## config.mk

```make
export PLATFORM = sky130hd
export DESIGN_NAME = keystone_frame_ctrl_flat
export DESIGN_NICKNAME = d
export VERILOG_FILES = /design/src/rtl/keystone_pkg.sv /design/src/rtl/keystone_frame_ctrl_if.sv /design/src/rtl/keystone_stream_mon.sv /design/src/rtl/keystone_frame_ctrl.sv /design/src/flat_wrapper.sv
export SDC_FILE = /design/constraint.sdc
export NUM_CORES = 1
export LEC_CHECK = 0
export CAP_MARGIN = 40
export CORE_MARGIN = 1
export CORE_UTILIZATION = 40
export DETAILED_ROUTE_END_ITERATION = 7
export PLACE_DENSITY = 0.71
export REMOVE_ABC_BUFFERS = 1
export SLEW_MARGIN = 20
export SYNTH_ARGS = -nofsm -noshare
export SYNTH_HDL_FRONTEND = slang
export SYNTH_SLANG_ARGS = --single-unit
export TNS_END_PERCENT = 20
```

## constraint.sdc

```tcl
create_clock -name aclk -period 18.6 [get_ports aclk]
set_input_delay 2.79 -clock aclk [delete_from_list [all_inputs] [get_ports aclk]]
set_output_delay 2.79 -clock aclk [all_outputs]
set_load 0.02 [all_outputs]
```

## src/rtl/keystone_pkg.sv

```systemverilog
// Shared types and constants for the keystone frame controller.
// Coefficients are Q16.16 signed; index 0 is H11, index 7 is H32.
package keystone_pkg;

  typedef enum logic [1:0] {
    ST_RUN   = 2'd0,
    ST_DRAIN = 2'd1,
    ST_FLUSH = 2'd2
  } state_e;

  localparam int NUM_COEF = 8;

  localparam logic [31:0] ONE  = 32'h0001_0000;
  localparam logic [31:0] ZERO = 32'h0000_0000;

  localparam int IDX_H11 = 0;
  localparam int IDX_H12 = 1;
  localparam int IDX_H13 = 2;
  localparam int IDX_H21 = 3;
  localparam int IDX_H22 = 4;
  localparam int IDX_H23 = 5;
  localparam int IDX_H31 = 6;
  localparam int IDX_H32 = 7;

  // Packed most-significant first, so the rightmost entry is H11.
  localparam logic [NUM_COEF-1:0][31:0] IDENTITY =
    {ZERO, ZERO, ZERO, ONE, ZERO, ZERO, ZERO, ONE};

endpackage

```

## src/rtl/keystone_frame_ctrl_if.sv

```systemverilog
// Tap on the Keystone input stream plus the upstream stall request.
interface keystone_frame_ctrl_if;
  logic mon_tvalid;
  logic mon_tready;
  logic mon_tuser;
  logic mon_tlast;
  logic stall_req;

  modport master (output mon_tvalid, mon_tready, mon_tuser, mon_tlast,
                  input  stall_req);
  modport slave  (input  mon_tvalid, mon_tready, mon_tuser, mon_tlast,
                  output stall_req);
endinterface

```

## src/rtl/keystone_stream_mon.sv

```systemverilog
// Passive stream monitor: beat/SOF decode, line-open tracking, frame counter
// and the sticky start-of-frame-inside-a-line error.
module keystone_stream_mon #(
  parameter int FRAME_CNT_W = 16
) (
  input  logic                   clk,
  input  logic                   rst,
  input  logic                   tvalid,
  input  logic                   tready,
  input  logic                   tuser,
  input  logic                   tlast,
  input  logic                   err_clear,
  output logic                   sof_beat,
  output logic                   line_open,
  output logic [FRAME_CNT_W-1:0] frame_count,
  output logic                   err_sof_midline
);

  logic                   beat;
  logic                   open_q, open_d;
  logic [FRAME_CNT_W-1:0] fc_q, fc_d;
  logic                   err_q, err_d;

  assign beat     = tvalid & tready;
  assign sof_beat = beat & tuser;

  always_comb begin
    open_d = open_q;
    fc_d   = fc_q;
    err_d  = err_q;
    if (beat) open_d = ~tlast;
    if (sof_beat) fc_d = fc_q + FRAME_CNT_W'(1);
    // Set wins over a coincident clear.
    if (sof_beat && open_q) err_d = 1'b1;
    else if (err_clear)     err_d = 1'b0;
  end

  always_ff @(posedge clk or posedge rst) begin
    if (rst) begin
      open_q <= 1'b0;
      fc_q   <= '0;
      err_q  <= 1'b0;
    end else begin
      open_q <= open_d;
      fc_q   <= fc_d;
      err_q  <= err_d;
    end
  end

  assign line_open       = open_q;
  assign frame_count     = fc_q;
  assign err_sof_midline = err_q;

endmodule

```

## src/rtl/keystone_frame_ctrl.sv

```systemverilog
// Keystone frame controller: frame-synchronous coefficient commit and
// enable changes sequenced through a drain/flush of the Keystone core.
//   state | meaning
//   RUN   | enable matches request, coefficients applied on SOF
//   DRAIN | enable change requested, waiting for the open line to close
//   FLUSH | stall upstream and hold SW_RESET; enable updates on last cycle
module keystone_frame_ctrl
  import keystone_pkg::*;
#(
  parameter int C_S_AXI_DATA_WIDTH = 32,
  parameter int FLUSH_CYCLES       = 4,
  parameter int FRAME_CNT_W        = 16
) (
  input  logic                                        aclk,
  input  logic                                        areset,
  input  logic [NUM_COEF-1:0][C_S_AXI_DATA_WIDTH-1:0] cfg_h,
  input  logic                                        cfg_commit,
  input  logic                                        cfg_enable,
  keystone_frame_ctrl_if.slave                        mon,
  output logic [C_S_AXI_DATA_WIDTH-1:0]               H11,
  output logic [C_S_AXI_DATA_WIDTH-1:0]               H12,
  output logic [C_S_AXI_DATA_WIDTH-1:0]               H13,
  output logic [C_S_AXI_DATA_WIDTH-1:0]               H21,
  output logic [C_S_AXI_DATA_WIDTH-1:0]               H22,
  output logic [C_S_AXI_DATA_WIDTH-1:0]               H23,
  output logic [C_S_AXI_DATA_WIDTH-1:0]               H31,
  output logic [C_S_AXI_DATA_WIDTH-1:0]               H32,
  output logic                                        ENABLE_KEYSTONE,
  output logic                                        SW_RESET,
  output logic                                        commit_pending,
  output logic                                        commit_done,
  output logic [FRAME_CNT_W-1:0]                      frame_count,
  output logic                                        err_sof_midline,
  input  logic                                        err_clear
);

  localparam int DW    = C_S_AXI_DATA_WIDTH;
  localparam int CNT_W = (FLUSH_CYCLES > 1) ? $clog2(FLUSH_CYCLES) : 1;
  localparam logic [CNT_W-1:0] FLUSH_LOAD = CNT_W'(FLUSH_CYCLES - 1);

  logic sof_beat;
  logic line_open;

  keystone_stream_mon #(.FRAME_CNT_W(FRAME_CNT_W)) u_mon (
    .clk             (aclk),
    .rst             (areset),
    .tvalid          (mon.mon_tvalid),
    .tready          (mon.mon_tready),
    .tuser           (mon.mon_tuser),
    .tlast           (mon.mon_tlast),
    .err_clear       (err_clear),
    .sof_beat        (sof_beat),
    .line_open       (line_open),
    .frame_count     (frame_count),
    .err_sof_midline (err_sof_midline)
  );

  logic [NUM_COEF-1:0][DW-1:0] h_q, h_d, stage_q, stage_d;
  logic                        pending_q, pending_d;
  logic                        done_q, done_d;

  // Apply uses the staging value from before a coincident commit.
  always_comb begin
    h_d       = h_q;
    stage_d   = stage_q;
    pending_d = pending_q;
    done_d    = 1'b0;
    if (sof_beat && pending_q) begin
      h_d       = stage_q;
      pending_d = 1'b0;
      done_d    = 1'b1;
    end
    if (cfg_commit) begin
      stage_d   = cfg_h;
      pending_d = 1'b1;
    end
  end

  state_e           state_q, state_d;
  logic [CNT_W-1:0] cnt_q, cnt_d;
  logic             en_q, en_d;

  always_comb begin
    state_d = state_q;
    cnt_d   = cnt_q;
    en_d    = en_q;
    case (state_q)
      ST_RUN: begin
        if (cfg_enable != en_q) state_d = ST_DRAIN;
      end
      ST_DRAIN: begin
        if (cfg_enable == en_q) begin
          state_d = ST_RUN;
        end else if (!line_open) begin
          state_d = ST_FLUSH;
          cnt_d   = FLUSH_LOAD;
        end
      end
      ST_FLUSH: begin
        if (cnt_q == '0) begin
          en_d    = cfg_enable;
          state_d = ST_RUN;
        end else begin
          cnt_d = cnt_q - CNT_W'(1);
        end
      end
      default: state_d = ST_RUN;
    endcase
  end

  always_ff @(posedge aclk or posedge areset) begin
    if (areset) begin
      for (int i = 0; i < NUM_COEF; i++) begin
        h_q[i]     <= DW'(IDENTITY[i]);
        stage_q[i] <= DW'(IDENTITY[i]);
      end
      pending_q <= 1'b0;
      done_q    <= 1'b0;
      state_q   <= ST_RUN;
      cnt_q     <= '0;
      en_q      <= 1'b0;
    end else begin
      h_q       <= h_d;
      stage_q   <= stage_d;
      pending_q <= pending_d;
      done_q    <= done_d;
      state_q   <= state_d;
      cnt_q     <= cnt_d;
      en_q      <= en_d;
    end
  end

  assign mon.stall_req     = (state_q == ST_FLUSH);
  assign SW_RESET          = (state_q == ST_FLUSH);
  assign ENABLE_KEYSTONE   = en_q;
  assign commit_pending    = pending_q;
  assign commit_done       = done_q;

  assign H11 = h_q[IDX_H11];
  assign H12 = h_q[IDX_H12];
  assign H13 = h_q[IDX_H13];
  assign H21 = h_q[IDX_H21];
  assign H22 = h_q[IDX_H22];
  assign H23 = h_q[IDX_H23];
  assign H31 = h_q[IDX_H31];
  assign H32 = h_q[IDX_H32];

endmodule

```

## src/flat_wrapper.sv

```systemverilog
// flat-port wrapper written by rule: the top's interface ports become plain ports
module keystone_frame_ctrl_flat import keystone_pkg::*;
#(
  parameter int C_S_AXI_DATA_WIDTH = 32,
  parameter int FLUSH_CYCLES       = 4,
  parameter int FRAME_CNT_W        = 16
)
  (aclk, areset, cfg_h, cfg_commit, cfg_enable, H11, H12, H13, H21, H22, H23, H31, H32, ENABLE_KEYSTONE, SW_RESET, commit_pending, commit_done, frame_count, err_sof_midline, err_clear, mon_mon_tvalid, mon_mon_tready, mon_mon_tuser, mon_mon_tlast, mon_stall_req);
  keystone_frame_ctrl_if mon_i ();
  input  logic aclk;
  input  logic areset;
  input  logic [NUM_COEF-1:0][C_S_AXI_DATA_WIDTH-1:0] cfg_h;
  input  logic cfg_commit;
  input  logic cfg_enable;
  output logic [C_S_AXI_DATA_WIDTH-1:0] H11;
  output logic [C_S_AXI_DATA_WIDTH-1:0] H12;
  output logic [C_S_AXI_DATA_WIDTH-1:0] H13;
  output logic [C_S_AXI_DATA_WIDTH-1:0] H21;
  output logic [C_S_AXI_DATA_WIDTH-1:0] H22;
  output logic [C_S_AXI_DATA_WIDTH-1:0] H23;
  output logic [C_S_AXI_DATA_WIDTH-1:0] H31;
  output logic [C_S_AXI_DATA_WIDTH-1:0] H32;
  output logic ENABLE_KEYSTONE;
  output logic SW_RESET;
  output logic commit_pending;
  output logic commit_done;
  output logic [FRAME_CNT_W-1:0] frame_count;
  output logic err_sof_midline;
  input  logic err_clear;
  input wire logic [$bits(mon_i.mon_tvalid)-1:0] mon_mon_tvalid;
  input wire logic [$bits(mon_i.mon_tready)-1:0] mon_mon_tready;
  input wire logic [$bits(mon_i.mon_tuser)-1:0] mon_mon_tuser;
  input wire logic [$bits(mon_i.mon_tlast)-1:0] mon_mon_tlast;
  output wire logic [$bits(mon_i.stall_req)-1:0] mon_stall_req;
  assign mon_i.mon_tvalid = mon_mon_tvalid;
  assign mon_i.mon_tready = mon_mon_tready;
  assign mon_i.mon_tuser = mon_mon_tuser;
  assign mon_i.mon_tlast = mon_mon_tlast;
  assign mon_stall_req = mon_i.stall_req;
  keystone_frame_ctrl #(.C_S_AXI_DATA_WIDTH(C_S_AXI_DATA_WIDTH), .FLUSH_CYCLES(FLUSH_CYCLES), .FRAME_CNT_W(FRAME_CNT_W)) u_core (.aclk(aclk), .areset(areset), .cfg_h(cfg_h), .cfg_commit(cfg_commit), .cfg_enable(cfg_enable), .mon(mon_i), .H11(H11), .H12(H12), .H13(H13), .H21(H21), .H22(H22), .H23(H23), .H31(H31), .H32(H32), .ENABLE_KEYSTONE(ENABLE_KEYSTONE), .SW_RESET(SW_RESET), .commit_pending(commit_pending), .commit_done(commit_done), .frame_count(frame_count), .err_sof_midline(err_sof_midline), .err_clear(err_clear));
endmodule
```

Word level (Yosys, flattened, before mapping)
Cells that the tools add are included.
- word-level logic and storage cells: 63
- output and inout bits: 278
- register bits after elaboration: 537
- input bits: 265
- bitwise logic cells: 3
- eq/ne operators: 10
- $add $sub $neg: 2
- reduce and logical (&&, ||, !) cells: 10
- multiplexer cells: 14
- operator list (operator ; number):
    $add 16x1->16 const B ; 1
    $mux 2 ; 7
    $ne 2x2->1 const B ; 3
    $pmux 2 s3 ; 1
    $reduce_bool 2->1 ; 3
    $mux 1 ; 5
    $logic_not 2->1 ; 2
    $ne 2x1->1 const B ; 2
    $pmux 2 s2 ; 1
    $reduce_and 4->1 ; 1
    $ne 3x2->1 const B ; 1
    $reduce_and 3->1 ; 1
    $and 1x1->1 ; 2
    $eq 2x1->1 const B ; 1
    $eq 2x2->1 const B ; 1
    $logic_and 1x1->1 ; 2
    $reduce_and 2->1 ; 1
    $sub 2x1->2 const B ; 1
    $eq 1x1->1 ; 1
    $ne 1x1->1 ; 1
    $not 1->1 ; 1

Longest topological paths before layout
- depth in word-level cells: 5
- depth in mapped cells: 7
- mapped depth without buffers: 5

Cells and area by module
From an unflattened synthesis, not the netlist that was laid out.
- cell total of the unflattened synthesis: 1175
- area, all modules: 20681.1 um^2
- modules (own cells, without submodules) (module ; seq. area each (um^2) ; instances ; area an instance (um^2) ; cells an instance):
    keystone_frame_ctrl ; 12992.5 ; 1 ; 19896.6 ; 1108
    keystone_stream_mon ; 450.4 ; 1 ; 784.5 ; 67

Worst setup path after synthesis
No wires, ideal clock.
- kind: input to register
- start point: input port cfg_commit
- end point: register u_core.stage_q[104] in the netlist's numbering
- cell stages on the path: 4
- arrival time: 3.688 ns
- path slack: 14.787 ns
- path buffers: 3
- data required time: 18.475 ns
- setup time: 0.125 ns
- cell sequence: clkbuf_1 > buf_2 > buf_2 > mux2_2
- RTL lines (what ; RTL line ; RTL):
    start, declared ; flat_wrapper.sv:13 ; input logic cfg_commit;
    end signal, assigned by index ; keystone_frame_ctrl.sv:115 ; stage_q[i] <= DW'(IDENTITY[i]);
    end signal, assigned ; keystone_frame_ctrl.sv:124 ; stage_q <= stage_d;
    end, declared ; keystone_frame_ctrl.sv:58 ; logic [NUM_COEF-1:0][DW-1:0] h_q, h_d, stage_q, stage_d;
No word-level cell between the ends.

Worst setup path after layout
- start point: input port mon_mon_tvalid
- end point: register u_core.h_q, in the netlist u_core.H23[17]
- word-level cells in the longest chain between the ends: 3
- RTL lines (what ; RTL line ; RTL):
    start, declared ; flat_wrapper.sv:30 ; input wire logic [$bits(mon_i.mon_tvalid)-1:0] mon_mon_tvalid;
    $and 1x1->1 ; keystone_stream_mon.sv:24 ; assign beat = tvalid & tready;
    $and 1x1->1 ; keystone_stream_mon.sv:25 ; assign sof_beat = beat & tuser;
    $logic_and 1x1->1 ; keystone_frame_ctrl.sv:68 ; if (sof_beat && pending_q) begin
    end signal, assigned by index ; keystone_frame_ctrl.sv:114 ; h_q[i] <= DW'(IDENTITY[i]);
    end, declared ; keystone_frame_ctrl.sv:58 ;
No other way between the ends.
A chain may end at the register's enable or synchronous reset.

==> results by group <==
Timing
  – Final hold vios: 0
  – Final setup violation count: 0
  – Setup Skew: 18.1 ps
  – Max Slew Vio Count: 0
  – Final worst setup slack: 12750 ps
  – Fin crit period: 5850 ps
  – Worst-Margin Slew: 765 ps
  – RSZ-0062 raised after global routing: no
  – Max-slew headroom: 49.0%
  – Fin crit share: 31.4%
  – Setup tns final: 0 ps
  – Max Clk Rate: 0.171 GHz

Synth
  – Synth Flop Type: dfrtp_1
  – Post-Syn Instances: 1717
  – Area contributors post-synth: dfrtp_1 (66%), nand2_1 (14%), mux2_2 (14%), buf_2 (1.4%), buf_6 (1.4%)
  – XOR/XNOR share of the synthesized area: 0.648%
  – Mapped Area: 20300 um2
  – Seq/Total Area, Yosys: 66.3%
  – Synthesis warning total: 0
  – #FFs+latches synth: 537
  – Async set or reset register ratio after synthesis: 100%
  – EDFF count, synth: 0
  – Synth area leader: dfrtp_1
  – Compound-gate portion of the synthesized area: 0.284%
  – Yosys cell types: 31
  – Post-Synth Simple-Gate Area: 15.3%
  – Mux cell area share after synthesis: 14.3%
  – Synth cell count leaders: nand2_1 (778), dfrtp_1 (533), mux2_2 (257)
  – Top-count cell post-synth: nand2_1
  – Main combinational cell family by area after synthesis: simple AND/OR/NAND/NOR gates
  – Synth Area per Inst: 11.8 um2
  – Adder-Cell Fraction of Synth Area: 0.123%
  – Top-area cell type share of the netlist area: 65.8%

Clocking
  – Num Clock Sinks: 537
  – CTS buffer count: 54
  – Clock root buffer: clkbuf_16
  – Clk buf depth: 3
  – Post CTS Setup Buffer Count: 0
  – Hold_buf cts: 0
  – Clk Latency, worst-skew pair: 600 ps
  – CTS clk-pin slew, worst paths: 60 ps
  – Number of H-tree levels: 2
  – CTS resizes: 0
  – TritonCTS clock tree: done

Setup path
  – R2R cell count: 7
  – CP startpoint kind: primary input
  – Critical path type: primary input to flop
  – Worst setup EP type: flop
  – WP data required: 19140 ps
  – Worst endpoint data arrival time: 6390 ps
  – Crit Path Max Fanout: 115

GRT
  – Total grt overflow: 0
  – Largest net degree at the start of global routing: 116
  – Gr usage total: 20.3%
  – Initial antenna violation count: 10
  – Vias in the first global route: 14.8k
  – First-pass GRT wire length: 81600 um

Placement
  – Pre-CTS setup slack: 12070 ps
  – HPWL Detailed: 36300 um
  – GPL Wtd Cong: 0.796
  – Count of input and output buffers: 542

Die
  – IO Count: 543
  – Initial Util: 40.5%
  – DIE HEIGHT: 227 um
  – Row cnt: 82
  – Die ar.: 51600 um2
  – Core Box Area: 50100 um2
  – Die width: 227 um

Pwr
  – VDD IR max: 0.0000766 V
  – PD cells: 117 nW/um2
  – Total Power: 3.29 mW
  – LEAKAGE: 13.0 nW

Layout
  – Share of cells above drive strength 1: 16.2%
  – Fillers: 4217
  – Synth-to-layout area growth: 38.8%
  – Storage cell area: 13400 um2
  – Area occupied by multi-input gates: 6220 um2
  – Nets@finish: 2519

Route
  – Overall via count from detail_route: 14.1k
  – DRT Wirelength: 53500 um
  – DR DRC count: 0
  – Via density: 4.76
  – DR iter-0 viols: 750
  – TritonRoute pass-1 iters: 5
  – Wire per inst: 18.0 um
  – ANT nets after route: 0

Run
  – MaxCap Viol Count: 0

Hold path
  – Worst Hold Depth: 2
  – Worst hold path class: flop to flop

Run status
  – Status: completed
critical path: stages:
cell and delay (ps):
clkdlybuf4s50_1 570, and3_1 350, nand2_8 390, inv_8 670
buf_4 430, buf_16 310, buf_4 580, nand2_1 120
nand2_1 90
metrics by stage:
step / cell area, um2 / utilization, % / cells / hold WS (ps)
detailed placement: 26300 / 52.6 / 2867 / 448
global placement: 26100 / 52.1 / 2858 / 441
CTS: 28100 / 56.1 / 2963 / 445
finish: 28100 / 56.2 / 2973 / 445
global route: 28100 / 56.2 / 2970 / 464
floorplan: 19700 / - / 1631 / 433
final timing paths:
check,startpoint,endpoint,slack (ps)
max,mon_mon_tvalid,u_core.H23[17],12750
max in group asynchronous,areset,u_core.stage_q[44],13840
min,u_core.stage_q[106],u_core.H21[10],450
max reg2reg,u_core.commit_pending,u_core.H23[17],15330
min reg2reg,u_core.stage_q[106],u_core.H21[10],450
min in group asynchronous,areset,u_core.stage_q[1],2710
report_power, final:
part / leakage [nW] / internal (mW) / switching (mW)
registers: 6.51 / 1.35 / 0.109
clock network: 0.864 / 0.633 / 0.453
logic: 5.64 / 0.364 / 0.380
flip-flops by register name (all words and copies together), names as in the netlist:
signal,count
u_core.u_mon.err_sof_midline,1
u_core.stage_q,256
u_core.H31,32
u_core.H12,32
u_core.cnt_q,2
u_core.H23,32
u_core.u_mon.frame_count,16
u_core.H32,32
u_core.state_q,2
u_core.H11,32
u_core.ENABLE_KEYSTONE,1
u_core.H21,32
u_core.u_mon.line_open,1
u_core.H22,32
u_core.commit_pending,1
u_core.H13,32
u_core.commit_done,1
metal layers:
metal / vias up / GRT usage [%] / routed length, um
li1: 6535 / - / -
met1: 7062 / 24.0 / 20600
met2: 428 / 33.6 / 26500
met3: 109 / 7.47 / 4630
met4: 10 / 7.82 / 1690
met5: - / 0 / 66
cells by family (layout without fill, tap and decap cells):
group | Yosys count | count (layout)
AND/OR/NAND/NOR | 804 | 804
flip-flops | 537 | 537
multiplexers | 258 | 258
buffers and inverters | 93 | 668
XOR/XNOR | 15 | 15
AO/OA/AOI/OAI | 8 | 8
adder cells (fa/ha/maj) | 2 | 2
other | 0 | 9
final cells by class:
type                    count  share of cell area [%]
well taps                 672                    2.99
multi-input cells        1087                    22.1
clock buffers              84                    5.71
inverters                   7                   0.147
flip-flops and latches    537                    47.8
clock inverters            12                   0.569
repair buffers            565                    20.6
diodes                      9                  0.0801
layout by cell type (no fill, tap or decap), types with 2 or more instances in the layout:
master,n
dfstp_2,4
nand2b_1,2
clkinv_2,6
inv_1,5
clkbuf_1,17
a31oi_1,3
o21ai_0,2
nor3_2,3
xor2_1,5
clkbuf_8,12
nand2_1,778
mux2_2,257
dfrtp_1,533
clkbuf_16,55
buf_4,13
nor2_1,4
and3_1,4
buf_16,9
nand4_1,5
clkdlybuf4s50_1,541
xnor2_1,10
bufinv_16,3
clkinv_8,2
nand3_1,2
ha_1,2
diode_2,9
inv_8,2
(Power assumes the default switching activity.)
